--- src/rtl/clk_period_monitor.sv ---
// clk_period_monitor: measures period and high time of a divided clock
// sampled on clk50, checks the period against EXP_PERIOD +/- TOL, and
// reports tick, measurement, lock, stall and fault status.
// Optional build macro DUTY_CHECK_EN: also checks high time against
// EXP_HIGH +/- TOL; when undefined the high counter is absent and
// high_out is tied to 0.
module clk_period_monitor #(
   parameter int CNT_W      = 16,
   parameter int EXP_PERIOD = 326,
   parameter int EXP_HIGH   = 163,
   parameter int TOL        = 2,
   parameter int LOCK_COUNT = 4,
   parameter int TIMEOUT    = 652
) (
   input  logic             clk50,
   input  logic             rst_n,
   input  logic             clk_in,
   output logic             tick,
   output logic             meas_valid,
   output logic [CNT_W-1:0] period_out,
   output logic [CNT_W-1:0] high_out,
   output logic             locked,
   output logic             stall,
   output logic [7:0]       fault_cnt
);

   typedef enum logic [1:0] {
      SEARCH  = 2'd0,
      ACQUIRE = 2'd1,
      LOCKED  = 2'd2
   } state_e;

   localparam logic [CNT_W-1:0] CNT_MAX   = '1;
   localparam logic [CNT_W-1:0] EXP_P_C   = CNT_W'(EXP_PERIOD);
   localparam logic [CNT_W-1:0] TOL_C     = CNT_W'(TOL);
   localparam logic [CNT_W-1:0] TIMEOUT_C = CNT_W'(TIMEOUT);
   localparam logic [7:0]       LOCK_C    = 8'(LOCK_COUNT);

   // Parameters that cannot be represented in the counters are rejected at elaboration
   if (EXP_PERIOD > 2**CNT_W - 1 || EXP_HIGH > 2**CNT_W - 1 ||
       TIMEOUT > 2**CNT_W - 1 || LOCK_COUNT < 1 || LOCK_COUNT > 255) begin : g_bad_params
      $error("clk_period_monitor: parameter out of range");
   end

   logic             sync1_q, sync2_q, hist_q;
   logic             rise;
   logic [CNT_W-1:0] period_cnt_q, period_cnt_d;
   logic [CNT_W-1:0] period_dev;
   logic             period_ok, high_ok, meas_good, timeout;
   state_e           state_q;
   logic [7:0]       good_cnt_q;
   logic             tick_q, meas_valid_q, locked_q, stall_q;
   logic [CNT_W-1:0] period_out_q;
   logic [7:0]       fault_cnt_q;

   // Two-flop synchronizer for the asynchronous clk_in, plus one history flop for edge detection
   always_ff @(posedge clk50 or negedge rst_n) begin
      if (!rst_n) begin
         sync1_q <= 1'b0;
         sync2_q <= 1'b0;
         hist_q  <= 1'b0;
      end else begin
         sync1_q <= clk_in;
         sync2_q <= sync1_q;
         hist_q  <= sync2_q;
      end
   end

   assign rise = sync2_q & ~hist_q;

   // Period counter restarts at 1 on each rise so its value at the next rise equals the period
   always_comb begin
      period_cnt_d = period_cnt_q;
      if (rise) begin
         period_cnt_d = CNT_W'(1);
      end else if (period_cnt_q != CNT_MAX) begin
         period_cnt_d = period_cnt_q + CNT_W'(1);
      end
   end

   // Period counter register
   always_ff @(posedge clk50 or negedge rst_n) begin
      if (!rst_n) begin
         period_cnt_q <= '0;
      end else begin
         period_cnt_q <= period_cnt_d;
      end
   end

   assign period_dev = (period_cnt_q >= EXP_P_C) ? (period_cnt_q - EXP_P_C)
                                                 : (EXP_P_C - period_cnt_q);
   assign period_ok  = (period_dev <= TOL_C);

`ifdef DUTY_CHECK_EN
   localparam logic [CNT_W-1:0] EXP_H_C = CNT_W'(EXP_HIGH);

   logic             fall;
   logic [CNT_W-1:0] high_cnt_q, high_cnt_d, high_dev, high_out_q;

   assign fall = ~sync2_q & hist_q;

   // High counter restarts on a rise, counts while the synchronized input is high, holds after the fall
   always_comb begin
      high_cnt_d = high_cnt_q;
      if (rise) begin
         high_cnt_d = CNT_W'(1);
      end else if (fall) begin
         high_cnt_d = high_cnt_q;
      end else if (sync2_q && high_cnt_q != CNT_MAX) begin
         high_cnt_d = high_cnt_q + CNT_W'(1);
      end
   end

   // High counter register
   always_ff @(posedge clk50 or negedge rst_n) begin
      if (!rst_n) begin
         high_cnt_q <= '0;
      end else begin
         high_cnt_q <= high_cnt_d;
      end
   end

   assign high_dev = (high_cnt_q >= EXP_H_C) ? (high_cnt_q - EXP_H_C)
                                             : (EXP_H_C - high_cnt_q);
   assign high_ok  = (high_dev <= TOL_C);
   assign high_out = high_out_q;
`else
   assign high_ok  = 1'b1;
   assign high_out = '0;
`endif

   assign meas_good = period_ok & high_ok;
   assign timeout   = (state_q != SEARCH) && !rise && (period_cnt_q >= TIMEOUT_C);

   // Lock state machine with registered status; a rise always takes priority over a timeout
   always_ff @(posedge clk50 or negedge rst_n) begin
      if (!rst_n) begin
         state_q      <= SEARCH;
         good_cnt_q   <= '0;
         tick_q       <= 1'b0;
         meas_valid_q <= 1'b0;
         period_out_q <= '0;
         locked_q     <= 1'b0;
         stall_q      <= 1'b0;
         fault_cnt_q  <= '0;
`ifdef DUTY_CHECK_EN
         high_out_q   <= '0;
`endif
      end else begin
         tick_q       <= rise;
         meas_valid_q <= 1'b0;
         locked_q     <= (state_q == LOCKED);
         if (rise) begin
            stall_q <= 1'b0;
            if (state_q == SEARCH) begin
               state_q    <= ACQUIRE;
               good_cnt_q <= '0;
            end else begin
               meas_valid_q <= 1'b1;
               period_out_q <= period_cnt_q;
`ifdef DUTY_CHECK_EN
               high_out_q   <= high_cnt_q;
`endif
               if (meas_good) begin
                  if (state_q == ACQUIRE) begin
                     if (good_cnt_q + 8'd1 >= LOCK_C) begin
                        state_q    <= LOCKED;
                        good_cnt_q <= '0;
                     end else begin
                        good_cnt_q <= good_cnt_q + 8'd1;
                     end
                  end
               end else begin
                  state_q    <= ACQUIRE;
                  good_cnt_q <= '0;
                  if (fault_cnt_q != 8'hFF) begin
                     fault_cnt_q <= fault_cnt_q + 8'd1;
                  end
               end
            end
         end else if (timeout) begin
            state_q    <= SEARCH;
            good_cnt_q <= '0;
            stall_q    <= 1'b1;
            locked_q   <= 1'b0;
         end
      end
   end

   assign tick       = tick_q;
   assign meas_valid = meas_valid_q;
   assign period_out = period_out_q;
   assign locked     = locked_q;
   assign stall      = stall_q;
   assign fault_cnt  = fault_cnt_q;

endmodule

--- config.mk ---
export PLATFORM = sky130hd
export DESIGN_NAME = clk_period_monitor
export DESIGN_NICKNAME = d
export VERILOG_FILES = /design/src/rtl/clk_period_monitor.sv
export SDC_FILE = /design/constraint.sdc
export NUM_CORES = 1
export LEC_CHECK = 0
export ABC_AREA = 1
export CAP_MARGIN = 20
export CELL_PAD_IN_SITES_DETAIL_PLACEMENT = 0
export CELL_PAD_IN_SITES_GLOBAL_PLACEMENT = 1
export CORE_MARGIN = 2
export CORE_UTILIZATION = 38
export CTS_BUF_LIST = sky130_fd_sc_hd__clkbuf_2
export CTS_CLUSTER_DIAMETER = 40
export CTS_CLUSTER_SIZE = 24
export DETAILED_ROUTE_END_ITERATION = 12
export PLACE_DENSITY_LB_ADDON = 0.1
export SLEW_MARGIN = 20
export SYNTH_ARGS = -nofsm -noshare
export SYNTH_HDL_FRONTEND = slang
export SYNTH_SLANG_ARGS = --single-unit
export TNS_END_PERCENT = 30
--- constraint.sdc ---
create_clock -name clk50 -period 1.9 [get_ports clk50]
set_input_delay 0.285 -clock clk50 [delete_from_list [all_inputs] [get_ports clk50]]
set_output_delay 0.285 -clock clk50 [all_outputs]
set_load 0.05 [all_outputs]
==> impl_metrics.ini <==
[worst_setup_path]
regToRegSetupSlack_ps = -300
crit_path_cell_trace = ha_4, inv_4, nor2_4, nand2_2, nor2_4, nor2_4, nand3_2, nand3_2, nand3_2, nor2_4, nand2_8, nor2_4, nand2_4, inv_4, nand3b_1, nand2_1
crit_path_top_delay_cell = dfrtp_2
crit_buf_inv = 2
regToRegStartpoint = period_cnt_q[1]
crit_type = register to register
worst-path-max-fanout = 6
cp.required_ps = 2330
start_kind = register
endpoint_kind = register
crit_family = simple AND/OR/NAND/NOR gates
cp_data_arrival_time_ps = 2630
r2r.worst_path.cells = 16
cpPeakStageDelay_ps = 520
path_common_cell = nor2_4
r2r_end = good_cnt_q[0]

[route]
drtIter0Drc = 116
vias_per_cell = 4.85
vias = 3173
route.detailed.drc = 0
firstDrtPassIters = 4
drtAntennaViolNets = 0
wl_per_cell_um = 14.6
wirelength_mm = 9.57

[clock_network]
clockBufferDepth = 2
cts-buffers-inserted = 9
cts_sinks = 57
clock_latency_ps = 480
htree_levels = 3
clockRootBuffer = clkbuf_2
clk_pin_slew_ps = 180
cts_tree = done

[floorplanning]
num_io_pins = 47
rows = 34
start_util_pct = 39.0
die_area_um2 = 9680
fp.dieH_um = 98.4
core-area_um2 = 8680
die_x_um = 98.4

[timing]
finalClockSkew_ps = 34.8
whs_ps = 165
tightest_slew_ps = 594
finalCriticalPeriod_ps = 2200
grt_setup_unrepaired = yes
final-hold-violation-count = 0
finalSetupViolations = 23
worst_slack_ps = -302
slew-limit-headroom_pct = 60.0
post-route-period-util_pct = 116
max_freq_mhz = 454
drv_slew = 0

[yosys]
ys_types = 38
synthFlopType = dfrtp_1
synth_area_um2 = 3390
yosysWarningCount = 0
synth_seq_cells = 57
synth_area_leaders = dfrtp_1 (42%), nand2_1 (11%), nand3_1 (5.8%)
avgSynthCellArea_um2 = 7.93
yosysMostFrequentCell = nand2_1
async_flop_share_pct = 100
synthCells = 427
synth_top_cell_area_share_pct = 42.1
seq_area_frac_synth_pct = 42.1
synthTopCellsByCount = nand2_1 (98), dfrtp_1 (57), nand3_1 (39)
synth_edf_count = 0
synth_top_area_cell = dfrtp_1

[placement]
pre_cts_ws_ps = -327
hpwl_mm = 7.06
numPortBuffers = 30
gp_routability_congestion = 0.863
place_area_um2 = 4290

[global_route]
grt_pass1_wl_mm = 15.8
grt_max_degree = 50
grt_antenna_before_repair = 0
grt_usage_pct = 20.7
grt_pass1_vias = 3223
grt-ovfl-total = 0

[final_layout]
finalNetCount = 551
synthToLayoutAreaGrowth_pct = 40.1
diodes = 0
drive_gt1_share_pct = 38.3
fin_util_pct = 54.7
postLayoutCellArea_um2 = 4740

[power]
peakVddDrop_v = 0.000792
power.density_nw_per_um2 = 800
p_leak_nw = 2.48

[hold_path]
min_path_type = input port to async pin

[run_status]
failed_checks = negative setup slack
status = complete, but fails checks

[run]
drv_cap = 0
-- sequential cells by signal (all words and copies together), names as in the netlist --
register / flops
fault_cnt: 8
meas_valid: 1
stall: 1
period_cnt_q: 16
sync2_q: 1
sync1_q: 1
period_out: 16
hist_q: 1
tick: 1
locked: 1
good_cnt_q: 8
state_q: 2
-- where the power goes --
part	switching (W)	internal, W
Combinational	0.000942	0.000555
Sequential	0.000186	0.00135
Clock	0.000469	0.000290
Total	0.00160	0.00220
-- final cells by class --
cell class                 count  area (um^2)
clock buffer                   9         45.0
clock inverter                 6         60.1
fill                         849         3930
inverter                      43          175
multi-input combinational    315         1950
sequential                    57         1440
tap                          108          135
timing repair buffer         116          938
-- how the worst max path moves through the flow --
stage                                from  slack, ps  cells after the start             to
final                     period_cnt_q[1]       -300                     16  good_cnt_q[0]
after floorplan           period_cnt_q[2]        -30                     16     state_q[1]
after global routing      period_cnt_q[7]       -430                     16  good_cnt_q[1]
after CTS                 period_cnt_q[1]       -280                     17  good_cnt_q[0]
after detailed placement  period_cnt_q[1]       -330                     17     state_q[1]
after global placement    period_cnt_q[1]       -330                     16   fault_cnt[4]
-- repair_timing --
action | in CTS | in global routing
endpoints found under the hold margin | 57 | 0
pin swaps | 11 | 20
endpoints found under the setup margin | 56 | 31
cloned | 1 | 0
hold buffers | 1 | 0
setup buffers | 7 | 0
resized for setup | 65 | 43
-- stage by stage --
step / std cells / total power (W) / setup TNS [ps]
floorplan: 442 / 0.00239 / -131
CTS: 654 / 0.00371 / -3990
finish: 654 / 0.00380 / -4850
global placement: 630 / 0.00286 / -5480
global route: 654 / 0.00403 / -7650
detailed placement: 630 / 0.00287 / -5230
-- routing by layer --
metal,global-route usage (%),part of all wire [%]
met5,0,0
met4,7.06,2.5
met3,4.65,2.7
met2,35.1,50
met1,26.1,45
-- cells in the final DEF (no fill, tap or decap), types with 9 or more instances in the layout --
cell type / synthesis / final
a21oi_1: 15 / 10
buf_4: 19 / 82
clkbuf_2: 0 / 9
conb_1: 1 / 16
dfrtp_1: 57 / 49
dlygate4sd2_1: 0 / 27
inv_1: 32 / 28
inv_2: 7 / 9
nand2_1: 98 / 87
nand2_2: 15 / 20
nand3_1: 39 / 33
nand3_2: 3 / 9
nor2_1: 32 / 19
nor2_2: 8 / 17
o21ai_0: 32 / 29
-- cells by family (layout without fill, tap and decap cells) --
group | after synthesis | in the layout | synth area share, %
AO/OA/AOI/OAI | 57 | 57 | 9.16
XOR/XNOR | 8 | 8 | 2.07
adder cells (fa/ha/maj) | 6 | 6 | 2.22
buffers and inverters | 71 | 174 | 11.1
flip-flops | 57 | 57 | 42.1
other | 1 | 16 | 0.111
AND/OR/NAND/NOR | 227 | 228 | 33.2
-- worst reg2reg max path: stages (launching register included) --
cell	delay [ps]
dfrtp_2	520
ha_4	210
inv_4	80
nor2_4	30
nand2_2	70
nor2_4	50
nor2_4	140
nand3_2	140
nand3_2	100
nand3_2	80
nor2_4	230
nand2_8	100
nor2_4	120
nand2_4	80
inv_4	80
nand3b_1	70
nand2_1	60
No activity file was read; power rests on OpenSTA's default activity.
